$ cat config.mk
export PLATFORM = sky130hd
export DESIGN_NAME = dds_phase_ctrl_flat
export DESIGN_NICKNAME = d
export VERILOG_FILES = /design/src/rtl/dds_phase_ctrl_pkg.sv /design/src/rtl/dds_phase_ctrl_if.sv /design/src/rtl/dds_bus_regs.sv /design/src/rtl/dds_phase_ctrl.sv /design/src/flat_wrapper.sv
export SDC_FILE = /design/constraint.sdc
export NUM_CORES = 1
export LEC_CHECK = 0
export ABC_AREA = 1
export BUFFER_PORTS_ARGS = -buffer_cell sky130_fd_sc_hd__buf_2
export CAP_MARGIN = 20
export CORE_UTILIZATION = 35
export DETAILED_ROUTE_END_ITERATION = 6
export PLACE_DENSITY_LB_ADDON = 0.15
export SKIP_LAST_GASP = 1
export SLEW_MARGIN = 15
export SYNTH_ARGS = -nofsm -noshare
export SYNTH_HDL_FRONTEND = slang
export SYNTH_SLANG_ARGS = --single-unit
$ cat constraint.sdc
create_clock -name CLK -period 6.8 [get_ports CLK]
set_input_delay 1.36 -clock CLK [delete_from_list [all_inputs] [get_ports CLK]]
set_output_delay 1.36 -clock CLK [all_outputs]
set_load 0.01 [all_outputs]
$ cat src/rtl/dds_phase_ctrl_pkg.sv
// Shared constants and types for the DDS phase/sequence controller:
// register map, CTRL bit layout, waveform codes and FSM encoding.
package dds_phase_ctrl_pkg;

    localparam int ACC_W  = 32;
    localparam int ROM_AW = 10;

    localparam logic [15:0] ADDR_FREQ_L = 16'h0008;
    localparam logic [15:0] ADDR_FREQ_H = 16'h0009;
    localparam logic [15:0] ADDR_PHASE  = 16'h000A;
    localparam logic [15:0] ADDR_CTRL   = 16'h000B;
    localparam logic [15:0] ADDR_WAVE   = 16'h000C;
    localparam logic [15:0] ADDR_BURST  = 16'h000D;

    localparam int CTRL_RUN   = 0;
    localparam int CTRL_CLR   = 1;
    localparam int CTRL_SYNC  = 2;
    localparam int CTRL_BURST = 3;

    localparam logic [7:0] WAVE_SIN = 8'd0;
    localparam logic [7:0] WAVE_SQU = 8'd1;
    localparam logic [7:0] WAVE_TRI = 8'd2;
    localparam logic [7:0] WAVE_SAW = 8'd3;

    typedef enum logic [1:0] {
        ST_IDLE  = 2'd0,
        ST_RUN   = 2'd1,
        ST_BURST = 2'd2
    } state_t;

    typedef struct packed {
        logic burst;
        logic sync;
        logic clr;
        logic run;
    } ctrl_t;

    function automatic ctrl_t decode_ctrl(input logic [3:0] bits);
        return '{burst: bits[CTRL_BURST], sync: bits[CTRL_SYNC],
                 clr: bits[CTRL_CLR], run: bits[CTRL_RUN]};
    endfunction

endpackage

$ cat src/rtl/dds_phase_ctrl_if.sv
// Write-only register bus into the DDS controller (active-low chip select).
interface dds_phase_ctrl_if;
    logic        CS;
    logic        WR_EN;
    logic [15:0] ADDR;
    logic [15:0] DATA;

    modport master (output CS, WR_EN, ADDR, DATA);
    modport slave  (input  CS, WR_EN, ADDR, DATA);
endinterface

$ cat src/rtl/dds_bus_regs.sv
// Bus decode plus the shadow tuning word, phase offset, waveform select and
// burst length registers. CTRL is decoded here but acted on by the top.
module dds_bus_regs
    import dds_phase_ctrl_pkg::*;
(
    input  logic                 clk,
    input  logic                 rst_n,
    dds_phase_ctrl_if.slave      bus,
    output logic [ACC_W-1:0]     shadow_word,
    output logic                 freq_we,
    output logic                 ctrl_we,
    output ctrl_t                ctrl_cmd,
    output logic [ROM_AW-1:0]    phase_off,
    output logic [7:0]           wave_a,
    output logic [7:0]           wave_b,
    output logic [15:0]          burst_len
);

    logic wr;

    // NOTE: every output of an always_comb is assigned on every pass, so no latch can be inferred.
    always_comb begin
        wr       = !bus.CS && bus.WR_EN;
        freq_we  = wr && (bus.ADDR == ADDR_FREQ_L || bus.ADDR == ADDR_FREQ_H);
        ctrl_we  = wr && (bus.ADDR == ADDR_CTRL);
        ctrl_cmd = decode_ctrl(bus.DATA[3:0]);
    end

    // NOTE: state uses non-blocking assignments, and reset is sampled synchronously on the clock edge.
    always_ff @(posedge clk) begin
        if (!rst_n) begin
            shadow_word <= '0;
            phase_off   <= '0;
            wave_a      <= WAVE_SIN;
            wave_b      <= WAVE_SIN;
            burst_len   <= '0;
        end else if (wr) begin
            case (bus.ADDR)
                ADDR_FREQ_L: shadow_word[15:0]  <= bus.DATA;
                ADDR_FREQ_H: shadow_word[31:16] <= bus.DATA;
                ADDR_PHASE:  phase_off          <= bus.DATA[ROM_AW-1:0];
                ADDR_WAVE: begin
                    wave_a <= bus.DATA[7:0];
                    wave_b <= bus.DATA[15:8];
                end
                ADDR_BURST:  burst_len          <= bus.DATA;
                default: ;
            endcase
        end
    end

endmodule

$ cat src/rtl/dds_phase_ctrl.sv
// Phase accumulator, run/burst FSM and ROM address generation for the
// two-channel DDS path; register decode lives in dds_bus_regs.
module dds_phase_ctrl
    import dds_phase_ctrl_pkg::*;
(
    input  logic                 CLK,
    input  logic                 RST_N,
    dds_phase_ctrl_if.slave      bus,
    output logic [ROM_AW-1:0]    addr_a,
    output logic [ROM_AW-1:0]    addr_b,
    output logic [7:0]           wave_sel_a,
    output logic [7:0]           wave_sel_b,
    output logic                 sync_pulse,
    output logic                 running
);

    logic [ACC_W-1:0]  shadow_word, active, acc, acc_sum;
    logic [ROM_AW-1:0] phase_off;
    logic [15:0]       burst_len, burst_ctr;
    logic              freq_we, ctrl_we, pending, sync_mode;
    ctrl_t             ctrl_cmd;
    state_t            state;
    logic              carry, advance, clr, wrap, burst_fin, burst_done, copy;

    dds_bus_regs u_regs (
        .clk         (CLK),
        .rst_n       (RST_N),
        .bus         (bus),
        .shadow_word (shadow_word),
        .freq_we     (freq_we),
        .ctrl_we     (ctrl_we),
        .ctrl_cmd    (ctrl_cmd),
        .phase_off   (phase_off),
        .wave_a      (wave_sel_a),
        .wave_b      (wave_sel_b),
        .burst_len   (burst_len)
    );

    // A clear suppresses the wrap, so it neither pulses nor counts toward a burst.
    always_comb begin
        {carry, acc_sum} = {1'b0, acc} + {1'b0, active};
        advance    = (state == ST_RUN) || (state == ST_BURST && burst_len != '0);
        clr        = ctrl_we && ctrl_cmd.clr;
        wrap       = advance && carry && !clr;
        burst_fin  = (state == ST_BURST) && wrap && (burst_ctr + 16'd1 == burst_len);
        burst_done = (state == ST_BURST) && (burst_len == '0 || burst_fin);
        copy       = pending && (!sync_mode || wrap);
    end

    always_ff @(posedge CLK) begin
        if (!RST_N) begin
            state      <= ST_IDLE;
            running    <= 1'b0;
            acc        <= '0;
            active     <= '0;
            pending    <= 1'b0;
            sync_mode  <= 1'b0;
            burst_ctr  <= '0;
            sync_pulse <= 1'b0;
            addr_a     <= '0;
            addr_b     <= '0;
        end else begin
            // A CTRL write overrides a burst completing on the same edge.
            if (ctrl_we) begin
                sync_mode <= ctrl_cmd.sync;
                if (ctrl_cmd.run) begin
                    state   <= ctrl_cmd.burst ? ST_BURST : ST_RUN;
                    running <= 1'b1;
                end else begin
                    state   <= ST_IDLE;
                    running <= 1'b0;
                end
            end else if (burst_done) begin
                state   <= ST_IDLE;
                running <= 1'b0;
            end

            if (clr || (burst_fin && !ctrl_we)) begin
                acc <= '0;
            end else if (advance) begin
                acc <= acc_sum;
            end

            if (ctrl_we && ctrl_cmd.run && ctrl_cmd.burst) begin
                burst_ctr <= '0;
            end else if (state == ST_BURST && wrap) begin
                burst_ctr <= burst_ctr + 16'd1;
            end

            // The copied word only affects the increment after this edge.
            if (copy) begin
                active <= shadow_word;
            end
            if (freq_we) begin
                pending <= 1'b1;
            end else if (copy) begin
                pending <= 1'b0;
            end

            sync_pulse <= wrap;
            addr_a     <= acc[ACC_W-1 -: ROM_AW];
            addr_b     <= acc[ACC_W-1 -: ROM_AW] + phase_off;
        end
    end

endmodule
$ cat src/flat_wrapper.sv
// flat-port wrapper written by rule: the top's interface ports become plain ports
module dds_phase_ctrl_flat import dds_phase_ctrl_pkg::*;
  (CLK, RST_N, addr_a, addr_b, wave_sel_a, wave_sel_b, sync_pulse, running, bus_CS, bus_WR_EN, bus_ADDR, bus_DATA);
  dds_phase_ctrl_if bus_i ();
  input  logic CLK;
  input  logic RST_N;
  output logic [ROM_AW-1:0] addr_a;
  output logic [ROM_AW-1:0] addr_b;
  output logic [7:0] wave_sel_a;
  output logic [7:0] wave_sel_b;
  output logic sync_pulse;
  output logic running;
  input wire logic [$bits(bus_i.CS)-1:0] bus_CS;
  input wire logic [$bits(bus_i.WR_EN)-1:0] bus_WR_EN;
  input wire logic [$bits(bus_i.ADDR)-1:0] bus_ADDR;
  input wire logic [$bits(bus_i.DATA)-1:0] bus_DATA;
  assign bus_i.CS = bus_CS;
  assign bus_i.WR_EN = bus_WR_EN;
  assign bus_i.ADDR = bus_ADDR;
  assign bus_i.DATA = bus_DATA;
  dds_phase_ctrl u_core (.CLK(CLK), .RST_N(RST_N), .bus(bus_i), .addr_a(addr_a), .addr_b(addr_b), .wave_sel_a(wave_sel_a), .wave_sel_b(wave_sel_b), .sync_pulse(sync_pulse), .running(running));
endmodule
-- Word level (Yosys, flattened, before mapping)
Cells that the tools add are included.
- bitwise logic cells: 1
- reductions and logical operators: 34
- add/sub/neg operators: 3
- mux-type cells: 9
- eq/ne operators: 9
- operators by type and width (operator ; number):
    == test 16 x 4 -> 1 bit (second input constant) ; 6
    adder 32 x 32 -> 33 bit ; 1
    adder 16 x 1 -> 16 bit (second input constant) ; 1
    == test 16 bit ; 1
    zero test 16 bit ; 1
    nonzero test 16 bit ; 1
    logical AND 1 bit ; 14
    adder 10 bit ; 1
    AND reduction 2 bit ; 5
    two-way mux 2 bit ; 4
    logical OR 1 bit ; 5
    two-way mux 1 bit ; 5
    zero test 1 bit ; 4
    nonzero test 2 bit ; 2
    OR reduction 2 bit ; 2
    == test 2 x 1 -> 1 bit (second input constant) ; 1
    == test 2 bit (second input constant) ; 1
    NOT 1 bit ; 1
- word-level logic and storage cells: 72
- register bits: 180
- input bits: 36
- output and inout port bits: 38

-- Logic depth before layout (Yosys ltp)
Gate-level depths: netlist of the first run.
- depth in word-level cells: 12
- mapped depth: 17
- depth with buffers taken out: 16

-- Modules after synthesis
Synthesis of the first run repeated with hierarchy kept, for this count alone.
- cell total of the unflattened synthesis: 1627
- area, all modules: 10376.2 um^2
- by module, submodules not included (module ; area an instance (um^2) ; times used ; cells an instance ; sequential area each (um^2)):
    dds_phase_ctrl ; 6820.3 ; 1 ; 1056 ; 2122.0
    dds_bus_regs ; 3555.9 ; 1 ; 571 ; 1481.4

-- Worst setup path before layout of the first run
Ideal clock, no wire load.
- path type: input port to flip-flop
- start: input port bus_ADDR[15]
- end: register u_core.active[23]
- stages on the path: 15
- required time: 6.672 ns
- arrival: 2.656 ns
- library setup time: 0.128 ns
- setup slack: 4.016 ns
- cells stage by stage: nor2_1 -> nand2_1 -> nor2_1 -> nand3_1 -> inv_1 -> nand2_1 -> nand2_1 -> inv_1 -> nand2_4 -> nand2_1 -> nand2_1 -> inv_2 -> buf_2 -> o21ai_0 -> a21oi_1
- word-level cells in the longest chain between the ends: 7
- RTL lines (item ; RTL line ; source):
    start, declared ; flat_wrapper.sv:15 ; input wire logic [$bits(bus_i.ADDR)-1:0] bus_ADDR;
    == test 16 x 4 -> 1 bit ; dds_bus_regs.sv:25 ; ctrl_we = wr && (bus.ADDR == ADDR_CTRL);
    logical AND 1 bit ; dds_bus_regs.sv:25 ;
    logical AND 1 bit ; dds_phase_ctrl.sv:43 ; clr = ctrl_we && ctrl_cmd.clr;
    zero test 1 bit ; dds_phase_ctrl.sv:44 ; wrap = advance && carry && !clr;
    logical AND 1 bit ; dds_phase_ctrl.sv:44 ;
    logical OR 1 bit ; dds_phase_ctrl.sv:47 ; copy = pending && (!sync_mode || wrap);
    logical AND 1 bit ; dds_phase_ctrl.sv:47 ;
    end signal, assigned ; dds_phase_ctrl.sv:92 ; active <= shadow_word;
    end, declared ; dds_phase_ctrl.sv:17 ; logic [ACC_W-1:0] shadow_word, active, acc, acc_sum;
No other way between the ends.
A chain may end at the register's enable or synchronous reset.

-- Worst setup path after layout of the first run
- start: register u_core.acc[23]
- end: register u_core.acc[13]
- word-level cells in the longest chain between the ends: 8
- RTL lines (item ; RTL line ; source):
    start, declared ; dds_phase_ctrl.sv:17 ;
    start signal, assigned ; dds_phase_ctrl.sv:81 ; acc <= acc_sum;
    adder 32 x 32 -> 33 bit ; dds_phase_ctrl.sv:41 ; {carry, acc_sum} = {1'b0, acc} + {1'b0, active};
    logical AND 1 bit (2 in series) ; dds_phase_ctrl.sv:44 ;
    logical AND 1 bit (2 in series) ; dds_phase_ctrl.sv:45 ; burst_fin = (state == ST_BURST) && wrap && (burst_ctr + 16'd1 == burst_len);
    logical AND 1 bit ; dds_phase_ctrl.sv:78 ; if (clr || (burst_fin && !ctrl_we)) begin
    logical OR 1 bit ; dds_phase_ctrl.sv:78 ;
    OR reduction 2 bit (no source line) ; -- ;
No other way between the ends.

==> results of run 1 <==
-- metal layers --
metal | vias up | part of all wire, %
met5 | - | 0
met4 | 0 | 0.90
met3 | 13 | 3.3
met2 | 134 | 44
met1 | 3883 | 52
li1 | 4467 | -
-- worst max-delay path, cell delays in order, from the launching register on --
cell and delay, ps:
dfxtp_1 390, ha_1 380, nand2_1 160, nor2_1 170
nand2_1 100, nor3b_2 180, nand2_1 90, nand2_2 130
nand2_4 100, nor2_8 280, nand4_2 220, o21ai_4 560
buf_16 250, nor2_1 60
-- flip-flops by register name (all words and copies together), names as in the netlist --
signal                     cells
u_core.acc                    32
u_core.active                 32
u_core.u_regs.shadow_word     32
u_core.burst_ctr              16
u_core.u_regs.burst_len       16
u_core.addr_a                 10
u_core.addr_b                 10
u_core.u_regs.phase_off       10
u_core.u_regs.wave_a           8
u_core.u_regs.wave_b           8
u_core.state                   2
u_core.pending                 1
u_core.running                 1
u_core.sync_mode               1
u_core.sync_pulse              1
-- layout make-up --
| type | instances | area [µm²] |
|---|---|---|
| Timing Repair Buffer | 76 | 407.9 |
| Inverter | 187 | 701.9 |
| Tap cell | 335 | 419.2 |
| Clock buffer | 17 | 425.4 |
| Multi-Input combinational cell | 915 | 4876 |
| Clock inverter | 15 | 196.4 |
| Sequential cell | 180 | 3603 |
| Fill cell | 2757 | 15580 |
-- final timing paths --
kind                                                        endpoint  slack (ps)  cells past startpoint
worst max-delay path                     u_core.acc[13]$_SDFFE_PP0P_        3590                     13
worst min-delay path            u_core.u_regs.wave_b[0]$_SDFFE_PN0P_         450                      2
worst max register to register           u_core.acc[13]$_SDFFE_PP0P_        3590                     13
worst min register to register  u_core.u_regs.wave_b[0]$_SDFFE_PN0P_         450                      2
-- through the flow --
stage	utilization (%)	total power [mW]	setup slack [ps]	hold slack [ps]	std cells
finish	40.56	2.147	3594	449.2	1725
global route	40.56	2.223	3355	460.7	1725
CTS	40.56	2.174	3583	450.6	1725
detailed placement	38.19	1.137	3159	437.3	1693
global placement	38.09	1.135	2951	430.0	1692
floorplan	-	1.105	4016	428.0	1328
-- layout by cell type, fill, tap and decap left out, types with 4 or more instances in the layout --
cell type	netlist	routed
xor2_1	10	10
ha_1	42	42
a31oi_1	4	4
mux2i_1	6	6
o21bai_1	12	12
inv_1	183	183
nand3_2	4	4
nand2_2	6	6
nand3_1	67	67
dfxtp_1	180	180
nor2_2	21	21
nand4_1	12	12
a21oi_1	180	180
buf_2	7	73
o21ai_0	169	169
a21o_1	6	6
nand2_1	226	226
clkbuf_16	0	17
inv_6	0	5
nand3b_1	5	5
nor2_1	96	96
nor3_1	16	16
-- power by group through the flow --
stage               clock [mW]  sequential (mW)  combinational [mW]
detailed placement           0             1.08              0.0596
global route              1.11             1.05              0.0647
floorplan                    0             1.08              0.0274
global placement             0             1.08              0.0573
CTS                       1.06             1.05              0.0597
finish                    1.04             1.05              0.0589
-- cell families after synthesis --
family	Yosys count	share of synthesized area, %
AOI/OAI and AO/OA	382	21.34
xor gates and xnor gates	14	1.600
adders and majority gates	44	6.026
buffers and inverters	233	9.652
DFF	180	38.39
muxes	6	0.6399
and+or+nand+nor	469	22.34
==> flow_summary.toml, run 1 <==
[critical_path]
cp-end-kind = "flip-flop"
critical_path_arrival_ps = 3520
startpoint_type = "flip-flop"
r2r-start = "u_core.acc[23]$_SDFFE_PP0P_"
crit_start = "u_core.acc[23]$_SDFFE_PP0P_"
criticalPathCategory = "reg -> reg"
worst-path-max-fanout = 25
required_ps = 7110

[floorplanning]
ios = 74
rows = 59
dieArea_um2 = 27470
die_x_um = 165.8
core_area_um2 = 26210
die_h_um = 165.8
initial_core_util_pct = 35.81

[grt]
grt_max_degree = 77
grt_util_all_layers_pct = 18.95
met1_usage_pct = 27.10
grt_pass1_vias = 7904
use_met2_pct = 29.86
grt.busiest_layer = "met2"
grt_pass1_wl_um = 41480
antenna_found_initial = 0
grt_util_met3_pct = 2.717
overflow = 0

[routing]
first_pass_iters = 5
drt_iter0_markers = 527
wl_per_cell_um = 14.79
vias = 8497
drc = 0
drt-total-wl_um = 25510
drtAntennaViolNets = 0
detail_route.vias_per_cell = 4.926

[timing]
final-setup-viol-count = 0
max-slew-margin-rel_pct = 40.00
tightest_slew_ps = 899.1
period_share_pct = 47.15
final_max_slew_viol_count = 0
timing.fmax_ghz = 0.3119
final_hold_viol_count = 0
setup_tns_ps = 0
skew_ps = 16.51
finalCriticalPeriod_ps = 3206
rsz0062_at_grt = "false"

[placement]
placed_area_um2 = 10010
routabilityCongestion = 0.8863
io_buffers = 73
hpwl_um = 18990

[synthesis]
yosysMostFrequentCell = "nand2_1"
yosys-top-cells-count = "nand2_1 (226), inv_1 (183), a21oi_1 (180), dfxtp_1 (180), o21ai_0 (169)"
yosys_warnings = 0
synth_top_area_share_pct = 38.39
synth.distinct_cells = 44
yosysTopAreaCell = "dfxtp_1"
yosys-top-cells-area = "dfxtp_1 (38%), a21oi_1 (9.6%), nand2_1 (9.0%), o21ai_0 (9.0%), inv_1 (7.3%)"
ys_seq_area_share_pct = 38.39
async_flop_share_pct = 0
syn-cell-area_um2 = 9385
ys_ff_latch = 180
syn_area_per_cell_um2 = 7.067
synth_edf_count = 0
synthFlopType = "dfxtp_1"
mappedNetlistNets = 1408
syn_inst = 1328

[min_path]
min-delay-start = "u_core.u_regs.wave_b[0]$_SDFFE_PN0P_"
hold_class = "reg -> reg"

[cts]
htreeDepth = 4
tritoncts = "yes"
cts.clk_slew.worst_paths_ps = 80
cts_buffers = 17
cts_root_buffer = "clkbuf_16"
post-cts-setup-buffers = 0
ctsLongestPathBuffers = 2
clk-insertion-delay-late_ps = 430
ctsHoldBuffers = 0
cts_resized = 0
clock_sinks = 180

[layout]
antenna_cells = 0
design_area_um2 = 10630
layout.nets = 1457
drive_above_1_share_pct = 11.22
area_growth_pct = 13.26

[power]
p_per_area_nw_per_um2 = 202.0
swShare_pct = 25.15
pwr-share-seq_pct = 49.0
leakage_nw = 4.613
combPwrFrac_pct = 2.7
pwr-share-clk_pct = 48.2
p_int_mw = 1.607
switchingPower_mw = 0.5400
irDropWorstVdd_uv = 134.2

[run_status]
status = "completed"

[flow_run]
maxCapViolations = 0
Note: power is estimated with default switching activity, not from simulation.
==> run 2, diff against run 1 <==
--- a/config.mk
+++ b/config.mk
@@ -5,7 +5,7 @@
 export SDC_FILE = /design/constraint.sdc
 export NUM_CORES = 1
 export LEC_CHECK = 0
-export ABC_AREA = 1
+export ABC_AREA = 0
 export BUFFER_PORTS_ARGS = -buffer_cell sky130_fd_sc_hd__buf_2
 export CAP_MARGIN = 20
 export CORE_UTILIZATION = 35
==> constraint.sdc (replaced) <==
create_clock -name CLK -period 3.2 [get_ports CLK]
set_input_delay 0.64 -clock CLK [delete_from_list [all_inputs] [get_ports CLK]]
set_output_delay 0.64 -clock CLK [all_outputs]
set_load 0.01 [all_outputs]
==> run 2 against run 1 <==
Compared with the run above:
- area after synthesis is 4.7% lower
- worst setup slack worse by 3400 ps
- maximum frequency is 6.0% higher
- routed wire length is 7.8% lower
- via count is 12% lower
- clock power is 100% higher
- worst hold slack worse by 1.2 ps
- register-to-register slack worse by 3400 ps
- critical path depth stayed put
- power is 110% higher
- largest cell class unchanged
==> flow_summary.toml, run 2 <==
[critical_path]
crit_path_top_delay_cell = "fa_1"
ff2ff_setup_slack_ps = 170
critical_path_arrival_ps = 3360
startpoint_type = "flip-flop"
critPathMostFrequentCell = "o211ai_2"
required_ps = 3530
cp-end-kind = "flip-flop"
worst-path-max-fanout = 32
max_stage_delay_ps = 420
crit_chain = "ha_1, fa_1, a21oi_2, o211ai_2, a41oi_2, o41ai_2, nor2_2, buf_4, a211oi_4, nand3_2, o211ai_2, buf_12, a211oi_1"
criticalPathCategory = "reg -> reg"

[power]
p_int_mw = 3.397
pwr-share-seq_pct = 50.5
irDropWorstVdd_uv = 282.0
p_per_area_nw_per_um2 = 430.6
switchingPower_mw = 1.039
leakage_nw = 4.199
swShare_pct = 23.42
pwr-share-clk_pct = 46.9
combPwrFrac_pct = 2.6

[layout]
drive_above_1_share_pct = 13.74
final_cell_mix = "dfxtp_1 (180), nand2_1 (158), nor2_1 (124)"
area_growth_pct = 15.14
layout_commonest_cell = "dfxtp_1"
layout.nets = 1210
antenna_cells = 0
top_regs = "u_core.acc (32), u_core.active (32), u_core.u_regs.shadow_word (32)"

[flow_run]
maxCapViolations = 0

[timing]
tightest_slew_ps = 786.2
final-setup-viol-count = 0
timing.fmax_ghz = 0.3306
setup_tns_ps = 0
skew_ps = 18.00
rsz0062_at_grt = "false"
period_share_pct = 94.54
final_max_slew_viol_count = 0
max-slew-margin-rel_pct = 47.59
final_hold_viol_count = 0
setup_ws_ps = 174.8
finalCriticalPeriod_ps = 3025

[floorplanning]
die_x_um = 161.9
die_h_um = 161.9
rows = 58
dieArea_um2 = 26210
ios = 74
core_area_um2 = 25110
initial_core_util_pct = 35.64

[routing]
detail_route.vias_per_cell = 5.065
drtAntennaViolNets = 0
first_pass_iters = 5
drt_iter0_markers = 346
drt-total-wl_um = 23530
vias = 7461
wl_per_cell_um = 15.97
drc = 0

[placement]
io_buffers = 73
place_ws_ps = 116.8
routabilityCongestion = 0.8640
hpwl_um = 16340

[synthesis]
yosys-top-cells-count = "dfxtp_1 (180), nand2_1 (158), nor2_1 (124)"
async_flop_share_pct = 0
synthFlopType = "dfxtp_1"
syn-cell-area_um2 = 8949
ys_seq_area_share_pct = 40.27
syn_area_per_cell_um2 = 8.387
mappedNetlistNets = 1147
syn_inst = 1067
yosys-top-cells-area = "dfxtp_1 (40%), nand2_1 (6.6%), ha_1 (5.9%), mux2i_1 (5.6%), a21oi_1 (5.2%)"
yosys_warnings = 0
synth_edf_count = 0
ys_ff_latch = 180
yosysTopAreaCell = "dfxtp_1"
synth_top_area_share_pct = 40.27
synth.distinct_cells = 70
yosysMostFrequentCell = "dfxtp_1"

[grt]
grt_pass1_wl_um = 37380
grt.busiest_layer = "met2"
antenna_found_initial = 0
grt_util_all_layers_pct = 18.18
grt_util_met3_pct = 3.575
met1_usage_pct = 26.30
overflow = 0
use_met2_pct = 27.27
grt_max_degree = 78
grt_pass1_vias = 6802

[cts]
ctsLongestPathBuffers = 2
cts.clk_slew.worst_paths_ps = 70
cts_buffers = 17
cts_root_buffer = "clkbuf_16"
htreeDepth = 4
clk-insertion-delay-late_ps = 430
clock_sinks = 180
tritoncts = "yes"

[min_path]
hold_class = "reg -> reg"

[run_status]
status = "completed"
==> run 2: cell count changes after synthesis, moves of 9 or more <==
cell / change
a211oi_1: +10
inv_1: -170
xnor2_1: +30
mux2i_1: +44
nor2_2: -20
and3_1: +9
nor2_1: +28
nand2_1: -68
nand3_1: -19
o21ai_0: -114
xor2_1: +24
nor4_1: +9
a21oi_1: -87
==> run 2: critical path: cells and delay by family (launching register included) <==
family | cells | cell delay (ps)
buf+inv | 2 | 410
fa+ha+maj | 2 | 650
simple gates | 2 | 340
compound gates | 7 | 1210
flops | 1 | 320
==> run 2: cells by family (layout without fill, tap and decap cells) <==
group | count (synthesis) | after routing | synth area share, %
simple gates | 420 | 420 | 21.03
compound gates | 232 | 232 | 16.43
flops | 180 | 180 | 40.27
buf+inv | 72 | 148 | 3.523
xor+xnor | 66 | 66 | 6.460
mux | 53 | 53 | 5.970
fa+ha+maj | 44 | 44 | 6.320
==> run 2: routing by layer <==
metal | part of all wire [%] | routed length [µm]
met1 | 52 | 12150
met2 | 43 | 10140
met3 | 4.2 | 995
met5 | 0 | 0
met4 | 1.0 | 240
==> run 2: path summary, 6_finish.rpt <==
check,from,end,depth (start not counted)
min reg2reg,u_core.u_regs.shadow_word[26]$_SDFFE_PN0P_,u_core.active[26]$_SDFFE_PN0P_,2
max,u_core.acc[0]$_SDFFE_PP0P_,u_core.acc[25]$_SDFFE_PP0P_,13
max reg2reg,u_core.acc[0]$_SDFFE_PP0P_,u_core.acc[25]$_SDFFE_PP0P_,13
min,u_core.u_regs.shadow_word[26]$_SDFFE_PN0P_,u_core.active[26]$_SDFFE_PN0P_,2
==> run 2: final cells by class <==
cell class / instances / area [µm²]
clock buffers: 20 / 456.7
clock inverters: 12 / 120.1
fillers: 2624 / 14810
inverters: 14 / 52.55
multi-input cells: 815 / 5037
flip-flops and latches: 180 / 3603
well taps: 330 / 412.9
repair buffers: 102 / 620.6
==> run 2: stage by stage <==
step / util [%] / total power, mW / hold slack, ps / std cells / instance area (µm²)
2_1_floorplan: - / 2.334 / 428.6 / 1067 / 8949
3_3_place_gp: 38.66 / 2.409 / 435.7 / 1439 / 9708
3_5_place_dp: 38.66 / 2.408 / 438.8 / 1439 / 9708
4_1_cts: 40.96 / 4.497 / 448.4 / 1471 / 10280
5_1_grt: 41.04 / 4.581 / 470.2 / 1473 / 10300
6_report: 41.04 / 4.436 / 448.0 / 1473 / 10300
==> run 2: repair_timing <==
action	CTS	global route
endpoints found under the hold margin	0	0
hold buffers	0	0
endpoints found under the setup margin	0	34
gates resized for setup	0	1
buffers inserted	0	2
==> run 2: power by group through the flow <==
stage	combinational [mW]	clock [mW]	sequential (mW)
after global routing	0.125	2.22	2.24
after detailed placement	0.118	0	2.29
after global placement	0.119	0	2.29
after floorplan	0.0440	0	2.29
after CTS	0.118	2.14	2.24
final	0.117	2.08	2.24
